==> src/rtl/w_backward_arbiter.sv <==
// ============================================================================
// Module   : w_backward_arbiter
// Brief    : Round-robin merge of four B-channel responses into one
//            registered 14-bit stream.
// Revision : 1.0  initial release
// ============================================================================
`default_nettype none

module w_backward_arbiter (
    input  logic        ACLK,
    input  logic        ARESETn,
    input  logic [13:0] DATA0,
    input  logic [13:0] DATA1,
    input  logic [13:0] DATA2,
    input  logic [13:0] DATA3,
    input  logic        VALID0,
    input  logic        VALID1,
    input  logic        VALID2,
    input  logic        VALID3,
    output logic        READY0,
    output logic        READY1,
    output logic        READY2,
    output logic        READY3,
    output logic [13:0] DATAo,
    output logic        VALIDo,
    input  logic        READYo
);

    logic [13:0] r_data;
    logic        r_valid;
    logic [1:0]  r_ptr;

    logic [3:0]  w_valid;
    logic [1:0]  w_idx;
    logic [1:0]  w_win;
    logic        w_found;
    logic        w_load;
    logic        w_grant;
    logic [3:0]  w_ready;
    logic [13:0] w_win_data;

    assign w_valid = {VALID3, VALID2, VALID1, VALID0};

    // First valid slave starting from the priority pointer, wrapping mod 4.
    always_comb begin
        w_found = 1'b0;
        w_win   = 2'd0;
        w_idx   = 2'd0;
        for (int i = 0; i < 4; i++) begin
            w_idx = r_ptr + 2'(i);
            if (!w_found && w_valid[w_idx]) begin
                w_found = 1'b1;
                w_win   = w_idx;
            end
        end
    end

    // Held in reset, the register cannot take a beat, so no slave is acknowledged.
    assign w_load  = (~r_valid | READYo) & ARESETn;
    assign w_grant = w_load & w_found;
    assign w_ready = w_grant ? (4'b0001 << w_win) : 4'b0000;

    assign READY0 = w_ready[0];
    assign READY1 = w_ready[1];
    assign READY2 = w_ready[2];
    assign READY3 = w_ready[3];

    always_comb begin
        w_win_data = DATA0;
        case (w_win)
            2'd0:    w_win_data = DATA0;
            2'd1:    w_win_data = DATA1;
            2'd2:    w_win_data = DATA2;
            default: w_win_data = DATA3;
        endcase
    end

    always_ff @(posedge ACLK or negedge ARESETn) begin
        if (!ARESETn) begin
            r_data  <= 14'h0000;
            r_valid <= 1'b0;
            r_ptr   <= 2'd0;
        end else if (w_load) begin
            if (w_found) begin
                r_data  <= w_win_data;
                r_valid <= 1'b1;
                r_ptr   <= w_win + 2'd1;
            end else begin
                r_valid <= 1'b0;
            end
        end
    end

    assign DATAo  = r_data;
    assign VALIDo = r_valid;

endmodule

`default_nettype wire

==> config.mk <==
export PLATFORM = sky130hd
export DESIGN_NAME = w_backward_arbiter
export DESIGN_NICKNAME = d
export VERILOG_FILES = /design/src/rtl/w_backward_arbiter.sv
export SDC_FILE = /design/constraint.sdc
export NUM_CORES = 1
export LEC_CHECK = 0
export CORE_MARGIN = 5
export CORE_UTILIZATION = 30
export DETAILED_ROUTE_END_ITERATION = 8
export GPL_TIMING_DRIVEN = 1
export PLACE_DENSITY = 0.78
export SYNTH_ARGS = -nofsm -noshare
export SYNTH_HDL_FRONTEND = slang
export SYNTH_SLANG_ARGS = --single-unit
==> constraint.sdc <==
create_clock -name ACLK -period 3.4 [get_ports ACLK]
set_input_delay 0.51 -clock ACLK [delete_from_list [all_inputs] [get_ports ACLK]]
set_output_delay 0.51 -clock ACLK [all_outputs]
set_load 0.005 [all_outputs]
== Word-level counts from Yosys, hierarchy flattened ==
Index checks and enable logic that the tools add are counted.

* Add/sub/neg operators: 4
* Shift-type cells: 1
* Bitwise logic cells: 4
* Multiplexer cells: 19
* $mul: 0
* Divide/modulo/power cells: 0
* Equality and inequality tests: 2
* Magnitude comparators: 4
* Reductions and logical operators: 8

{| class="wikitable"
|+ Operators by type and width
! kind !! count
|-
| $pmux W14 S3 || 1
|-
| $lt A2 B3 Y1 const B || 4
|-
| $mux W1 || 9
|-
| $bmux W1 S2 || 4
|-
| $mux W2 || 4
|-
| $add A2 B1 Y2 const B || 2
|-
| $add A2 B2 Y2 const B || 2
|-
| $mux W4 || 1
|-
| $shl A1 B2 Y4 const A || 1
|-
| $logic_and A1 B1 Y1 || 3
|-
| $logic_not A1 Y1 || 3
|-
| $and A1 B1 Y1 || 2
|-
| $eq A2 B1 Y1 const B || 1
|-
| $eq A2 B2 Y1 const B || 1
|-
| $logic_not A2 Y1 || 1
|-
| $reduce_and A2 Y1 || 1
|-
| $not A1 Y1 || 1
|-
| $or A1 B1 Y1 || 1
|}

* Flip-flop bits (word level): 17
* Memories kept: 0
* Input bits: 63
* Output and inout bits: 19
* Bits in latches: 0
* Word-level logic and storage cells: 45
* Bits in writable memories: 0
* ROM bits: 0

== Longest topological paths before layout ==
Gate-level depths: netlist (run 1).

* Word-level depth: 14
* Depth in mapped cells: 9
* Mapped depth without buffers: 7

== Worst setup path before layout (run 1) ==
Ideal clock, no wire load.

* Path type: input to output
* From: in VALID3
* To: out READY2
* Setup slack: 1058 ps
* Data arrival time: 1832 ps
* Data required time: 2890 ps
* Buffers on the path: 1
* Stages: 6
* Cell sequence: nand2b_1 > nand2_1 > a221oi_1 > ha_1 > clkbuf_1 > and2_1

* Cells in the longest elaborated chain, start to end: 14
* Elaborated cells on any way between the ends: 25
* Those cells by class: 1 x shift; 17 x mux; 1 x bitwise; 6 x reduce/logical

{| class="wikitable"
|+ RTL lines
! what !! RTL line !! RTL
|-
| start, declared || 19 || <nowiki>input logic VALID3,</nowiki>
|-
| $bmux W1 S2 || 51 || <nowiki>if (!w_found && w_valid[w_idx]) begin</nowiki>
|-
| $mux W1 (not written as such) || 51 ||
|-
| $mux W1 || 51 ||
|-
| $logic_not A1 Y1 || 51 ||
|-
| $logic_and A1 B1 Y1 || 51 ||
|-
| $mux W1 || 51 ||
|-
| $logic_not A1 Y1 || 51 ||
|-
| $logic_and A1 B1 Y1 || 51 ||
|-
| $mux W1 || 51 ||
|-
| $logic_not A1 Y1 || 51 ||
|-
| $logic_and A1 B1 Y1 || 51 ||
|-
| $mux W2 or $mux W1 (tied branches) || 51 ||
|-
| $shl A1 B2 Y4 or $and A1 B1 Y1 (tied branches) || 61, 60 ||
|-
| $mux W4 (*) || 61 || <nowiki>assign w_ready = w_grant ? (4'b0001 << w_win) : 4'b0000;</nowiki>
|-
| end, declared || 22 || <nowiki>output logic READY2,</nowiki>
|}

Mark *: on every way between the ends. The rest lies on a longest branch, timed or not. The select of a mux whose other input is x is not followed.

== Final worst setup path (run 1) ==
Same ends and word-level chain as after synthesis.

==> results of run 1 <==
==> per-layer routing <==
layer | vias to the layer above | wire length (µm) | global-route usage
li1 | 640 | - | -
met3 | 0 | 476 | 0.0369
met1 | 614 | 1740 | 0.180
met2 | 50 | 1940 | 0.247
met5 | - | 0 | 0
met4 | 0 | 0 | 0.0233
==> registers in the layout, indices dropped and copies added (netlist names) <==
name,flops
VALIDo,1
DATAo,14
r_ptr,2
==> worst max-delay path by stage <==
stage                       from  endpoint  slack [ps]  cells past startpoint
after floorplan           VALID3    READY2        1060                      6
after global placement    VALID3    READY2         260                      7
after detailed placement  VALID3    READY2         170                      7
after CTS                 VALID3    READY2         170                      7
after global routing      VALID3    READY2           1                      7
final                     VALID3    READY2         200                      7
==> critical path, cell delays in order <==
cell             delay, ps
clkdlybuf4s50_1        540
nand2b_1               150
nand2_1                 70
a221oi_1               510
ha_1                   270
and2_1                 120
clkdlybuf4s50_1        510
==> cell families (layout without fill, tap and decap cells) <==
kind of cell	count (synthesis)	after routing
compound gates	50	50
flops	17	17
fa+ha+maj	5	5
buf+inv	8	90
simple gates	32	32
mux	16	16
==> where the power goes <==
part | total (mW) | internal [mW] | switching [mW] | leakage, nW
registers | 0.359 | 0.296 | 0.0625 | 0.201
logic | 0.817 | 0.506 | 0.312 | 0.658
clock network | 0.154 | 0.0813 | 0.0727 | 0.0255
==> area by class of cell <==
class | instances | area [µm²]
Multi-Input combinational cell | 103 | 802
Clock buffer | 3 | 41.3
Timing Repair Buffer | 86 | 861
Sequential cell | 17 | 425
Fill cell | 375 | 1860
Clock inverter | 1 | 5.00
Tap cell | 50 | 62.6
==> layout by cell type, fill, tap and decap left out, types with 2 or more instances in the layout <==
| master | netlist | final |
|---|---|---|
| ha_1 | 5 | 5 |
| and2_1 | 4 | 4 |
| nor2b_1 | 14 | 14 |
| a22oi_1 | 14 | 14 |
| nor2_1 | 2 | 2 |
| nand3b_1 | 2 | 2 |
| mux2_4 | 15 | 15 |
| buf_4 | 0 | 4 |
| dfrtp_1 | 17 | 17 |
| clkdlybuf4s50_1 | 0 | 81 |
| nand2_1 | 2 | 2 |
| a31oi_1 | 2 | 2 |
| nand2b_1 | 2 | 2 |
| clkbuf_8 | 0 | 3 |
| a21oi_1 | 29 | 29 |
==> through the flow <==
step / cell area, µm² / power (mW) / cells
global placement: 2150 / 1.18 / 256
CTS: 2200 / 1.35 / 260
floorplan: 1280 / 0.799 / 128
global route: 2200 / 1.44 / 260
detailed placement: 2150 / 1.19 / 256
finish: 2200 / 1.33 / 260
==> impl_metrics.env, run 1 <==
export IMPL_outcome="complete, no violations"
export IMPL_ys_ff_latch=17
export IMPL_ff2ff_path_depth=8
export IMPL_drv_cap=0
export IMPL_timing_fmax_mhz=313
export IMPL_dp_slack_ps=174
export IMPL_grt_pass1_vias=1335
export IMPL_slew_headroom=0.664
export IMPL_htreeDepth=1
export IMPL_synth_most_common_cell="a21oi_1"
export IMPL_ios=82
export IMPL_drtPass1Iterations=4
export IMPL_drcViolationCount=0
export IMPL_synthSimpleGateAreaFrac=0.156
export IMPL_seq_area_frac_synth=0.332
export IMPL_required_ps=2890
export IMPL_hold_viol_final=0
export IMPL_synth_edf_count=0
export IMPL_vias=1304
export IMPL_worstSetupPathType="input port to output port"
export IMPL_arrival_ps=2690
export IMPL_ctsHoldBuffers=0
export IMPL_initial_utilization=0.316
export IMPL_synthXorXnorAreaFrac=0
export IMPL_grt_usage=0.142
export IMPL_period_share=0.941
export IMPL_netlist_top_cells_count="a21oi_1 (29), dfrtp_1 (17), mux2_4 (15)"
export IMPL_crit_fanout=6
export IMPL_place_congestion=0.774
export IMPL_rsz0062_at_grt="false"
export IMPL_synthCells=128
export IMPL_p_per_area_nw_per_um2=605
export IMPL_cts_buffers=3
export IMPL_fin_skew_ps=7.01
export IMPL_die_area_um2=5680
export IMPL_areaGrowthSynthToFinish_pct=71.5
export IMPL_utilization=0.541
export IMPL_synth_nets=196
export IMPL_clock_sinks=17
export IMPL_synth_area_per_cell_um2=10.0
export IMPL_cts_buffer_depth=2
export IMPL_synth_compound_area_frac=0.237
export IMPL_grt_max_degree=23
export IMPL_synth_area_leaders="dfrtp_1 (33%), mux2_4 (18%), a21oi_1 (11%)"
export IMPL_worstReg2RegEnd="DATAo[11]"
export IMPL_drv_slew=0
export IMPL_synth_top_family_by_area="compound AO/OA/AOI/OAI gates"
export IMPL_finalSetupTns_ps=0
export IMPL_tritoncts="built"
export IMPL_rrSetupSlack_ps=1060
export IMPL_reg2reg_from="r_ptr[1]"
export IMPL_ys_dominant_reg_cell="dfrtp_1"
export IMPL_hold_worst_slack_ps=509
export IMPL_async_flop_share=1.00
export IMPL_synth_top_area_frac=0.332
export IMPL_synth_warning_count=0
export IMPL_vias_per_cell=5.02
export IMPL_drtIter0Drc=29
export IMPL_finalNetCount=279
export IMPL_worst_slew_pin_transition_ps=504
export IMPL_wl_um=4160
export IMPL_grt_first_pass_wirelength_um=6240
export IMPL_die_y_um=75.4
export IMPL_finalCriticalPeriod_ps=3200
export IMPL_cts_clk_slew_worst_paths_ps=70
export IMPL_cts_root_buf="clkbuf_8"
export IMPL_antenna_left=0
export IMPL_hold_depth=1
export IMPL_post_dp_hpwl_um=3120
export IMPL_num_rows=23
export IMPL_die_w_um=75.4
export IMPL_postCtsSetupRepairBufs=0
export IMPL_max_vdd_ir_drop_mv=0.281
export IMPL_yosysTopAreaCell="dfrtp_1"
export IMPL_diodes=0
export IMPL_crit_path_end_kind="output port"
export IMPL_p_leak_nw=0.884
export IMPL_cp_start_kind="input port"
export IMPL_whs_endpoint="DATAo[11]"
export IMPL_synth_cell_type_count=27
export IMPL_cts_resized=0
export IMPL_setup_ws_ps=202
export IMPL_core_area_um2=4060
export IMPL_synthAdderAreaFrac=0.0488
export IMPL_antenna_found_initial=0
export IMPL_insertion_delay_ps=250
export IMPL_drive_gt1_frac=0.129
export IMPL_wl_per_cell_um=16.0
export IMPL_hold_path_class="flip-flop to flip-flop"
export IMPL_muxShareOfSynthArea=0.184
export IMPL_portBuffers=81
export IMPL_worstHoldStart="DATAo[11]"
export IMPL_grt_overflow=0
export IMPL_syn_area_um2=1280
export IMPL_setup_violations_final=0
(Power assumes the default switching activity.)
==> run 2: changes to the inputs <==
--- a/config.mk
+++ b/config.mk
@@ -5,8 +5,10 @@
 export SDC_FILE = /design/constraint.sdc
 export NUM_CORES = 1
 export LEC_CHECK = 0
+export ABC_CLOCK_PERIOD_IN_PS = 3900
 export CORE_MARGIN = 5
 export CORE_UTILIZATION = 30
+export CTS_CLUSTER_SIZE = 12
 export DETAILED_ROUTE_END_ITERATION = 8
 export GPL_TIMING_DRIVEN = 1
 export PLACE_DENSITY = 0.78
==> constraint.sdc (replaced) <==
create_clock -name ACLK -period 3.9 [get_ports ACLK]
set_input_delay 0.585 -clock ACLK [delete_from_list [all_inputs] [get_ports ACLK]]
set_output_delay 0.585 -clock ACLK [all_outputs]
set_load 0.005 [all_outputs]
==> impl_metrics.env, run 2 (synthesis results as in run 1) <==
export IMPL_crit_path_end_kind="output port"
export IMPL_rrSetupSlack_ps=1490
export IMPL_cts_resized=0
export IMPL_ff2ff_path_depth=8
export IMPL_reg2reg_from="r_ptr[1]"
export IMPL_insertion_delay_ps=250
export IMPL_finalCriticalPeriod_ps=3340
export IMPL_areaGrowthSynthToFinish_pct=70.5
export IMPL_ios=82
export IMPL_hold_depth=1
export IMPL_pwr_share_comb=0.609
export IMPL_cts_buffer_depth=2
export IMPL_hold_viol_final=0
export IMPL_wl_um=4070
export IMPL_portBuffers=81
export IMPL_crit_slowest_cell="clkdlybuf4s50_1"
export IMPL_initial_utilization=0.316
export IMPL_vias_per_cell=4.90
export IMPL_antenna_found_initial=0
export IMPL_timing_fmax_mhz=300
export IMPL_worst_slew_pin_transition_ps=497
export IMPL_final_cell_mix="clkdlybuf4s50_1 (81), a21oi_1 (29), dfrtp_1 (17)"
export IMPL_drv_slew=0
export IMPL_grt_usage=0.142
export IMPL_crit_fanout=6
export IMPL_htreeDepth=1
export IMPL_cp_slowest_stage_delay_ps=540
export IMPL_p_leak_nw=0.881
export IMPL_drv_cap=0
export IMPL_crit_chain="clkdlybuf4s50_1 -> nand2b_1 -> nand2_1 -> a221oi_1 -> ha_1 -> and2_1 -> clkdlybuf4s50_1"
export IMPL_vias=1274
export IMPL_core_area_um2=4060
export IMPL_max_vdd_ir_drop_mv=0.271
export IMPL_slew_headroom=0.668
export IMPL_finalPower_mw=1.14
export IMPL_p_per_area_nw_per_um2=522
export IMPL_cts_clk_slew_worst_paths_ps=70
export IMPL_worstReg2RegEnd="DATAo[6]"
export IMPL_ctsHoldBuffers=0
export IMPL_drtIter0Drc=29
export IMPL_cts_buffers=3
export IMPL_grt_overflow=0
export IMPL_outcome="complete, no violations"
export IMPL_crit_path_frequent_cell="clkdlybuf4s50_1"
export IMPL_die_y_um=75.4
export IMPL_grt_pass1_vias=1366
export IMPL_die_w_um=75.4
export IMPL_finalSetupTns_ps=0
export IMPL_whs_endpoint="DATAo[10]"
export IMPL_grt_max_degree=23
export IMPL_layout_commonest_cell="clkdlybuf4s50_1"
export IMPL_cts_root_buf="clkbuf_8"
export IMPL_place_congestion=0.775
export IMPL_sw_frac_of_total=0.333
export IMPL_fin_skew_ps=2.01
export IMPL_clock_power_share=0.115
export IMPL_p_int_mw=0.761
export IMPL_wl_per_cell_um=15.6
export IMPL_rsz0062_at_grt="false"
export IMPL_die_area_um2=5680
export IMPL_p_sw_mw=0.380
export IMPL_finalNetCount=279
export IMPL_drcViolationCount=0
export IMPL_postCtsSetupRepairBufs=0
export IMPL_largest_register_ffs=14
export IMPL_drtPass1Iterations=4
export IMPL_required_ps=3310
export IMPL_diodes=0
export IMPL_tritoncts="built"
export IMPL_worstSetupPathType="input port to output port"
export IMPL_grt_first_pass_wirelength_um=6240
export IMPL_worstHoldStart="DATAo[10]"
export IMPL_post_dp_hpwl_um=3090
export IMPL_period_share=0.856
export IMPL_antenna_left=0
export IMPL_setup_violations_final=0
export IMPL_num_rows=23
export IMPL_clock_sinks=17
export IMPL_hold_path_class="flip-flop to flip-flop"
export IMPL_arrival_ps=2750
export IMPL_pwr_share_seq=0.276
export IMPL_drive_gt1_frac=0.129
export IMPL_cp_start_kind="input port"
[run 2: cell count changes in the layout (fill, tap and decap cells not counted)]
cell | before | now
buf_12 | 1 | 0
buf_4 | 4 | 5
[run 2: cell type report]
cell class	count	area (µm²)
clock buffer	3	41.3
clock inverter	1	5.00
fill	382	1870
multi-input combinational	103	802
sequential	17	425
tap	50	62.6
timing repair buffer	86	848
[run 2: power groups by stage]
stage	Combinational (mW)	Clock, mW	Sequential (mW)
final	0.695	0.131	0.315
after global routing	0.765	0.144	0.328
after global placement	0.700	0	0.313
after CTS	0.708	0.137	0.316
after detailed placement	0.705	0	0.316
after floorplan	0.381	0	0.315
[run 2: stage by stage]
step	hold slack, ps	utilization	area (µm²)	cells	setup slack, ps
2_1_floorplan	289	-	1280	128	1410
3_3_place_gp	491	0.527	2140	256	614
3_5_place_dp	491	0.527	2140	256	541
4_1_cts	512	0.538	2180	260	541
5_1_grt	535	0.538	2180	260	382
6_report	508	0.538	2180	260	561
[run 2: worst max path at each step]
| stage | start | end | slack [ps] | cells after the start |
|---|---|---|---|---|
| finish | VALID3 | READY2 | 560 | 7 |
| global route | VALID3 | READY2 | 380 | 7 |
| CTS | VALID3 | READY2 | 540 | 7 |
| detailed placement | VALID3 | READY2 | 540 | 7 |
| global placement | VALID3 | READY2 | 610 | 7 |
| floorplan | VALID3 | READY2 | 1410 | 6 |
[run 2: critical path: cells and delay by family]
kind	cells	cell delay, ps
buf+inv	2	1060
compound gates	1	500
simple gates	3	350
fa+ha+maj	1	250
[run 2: routing by layer]
metal / up-vias / part of all wire / track usage
met1: 581 / 0.43 / 0.170
met2: 51 / 0.46 / 0.253
met5: - / 0 / 0
met4: 0 / 0 / 0.0117
li1: 642 / - / -
met3: 0 / 0.11 / 0.0515
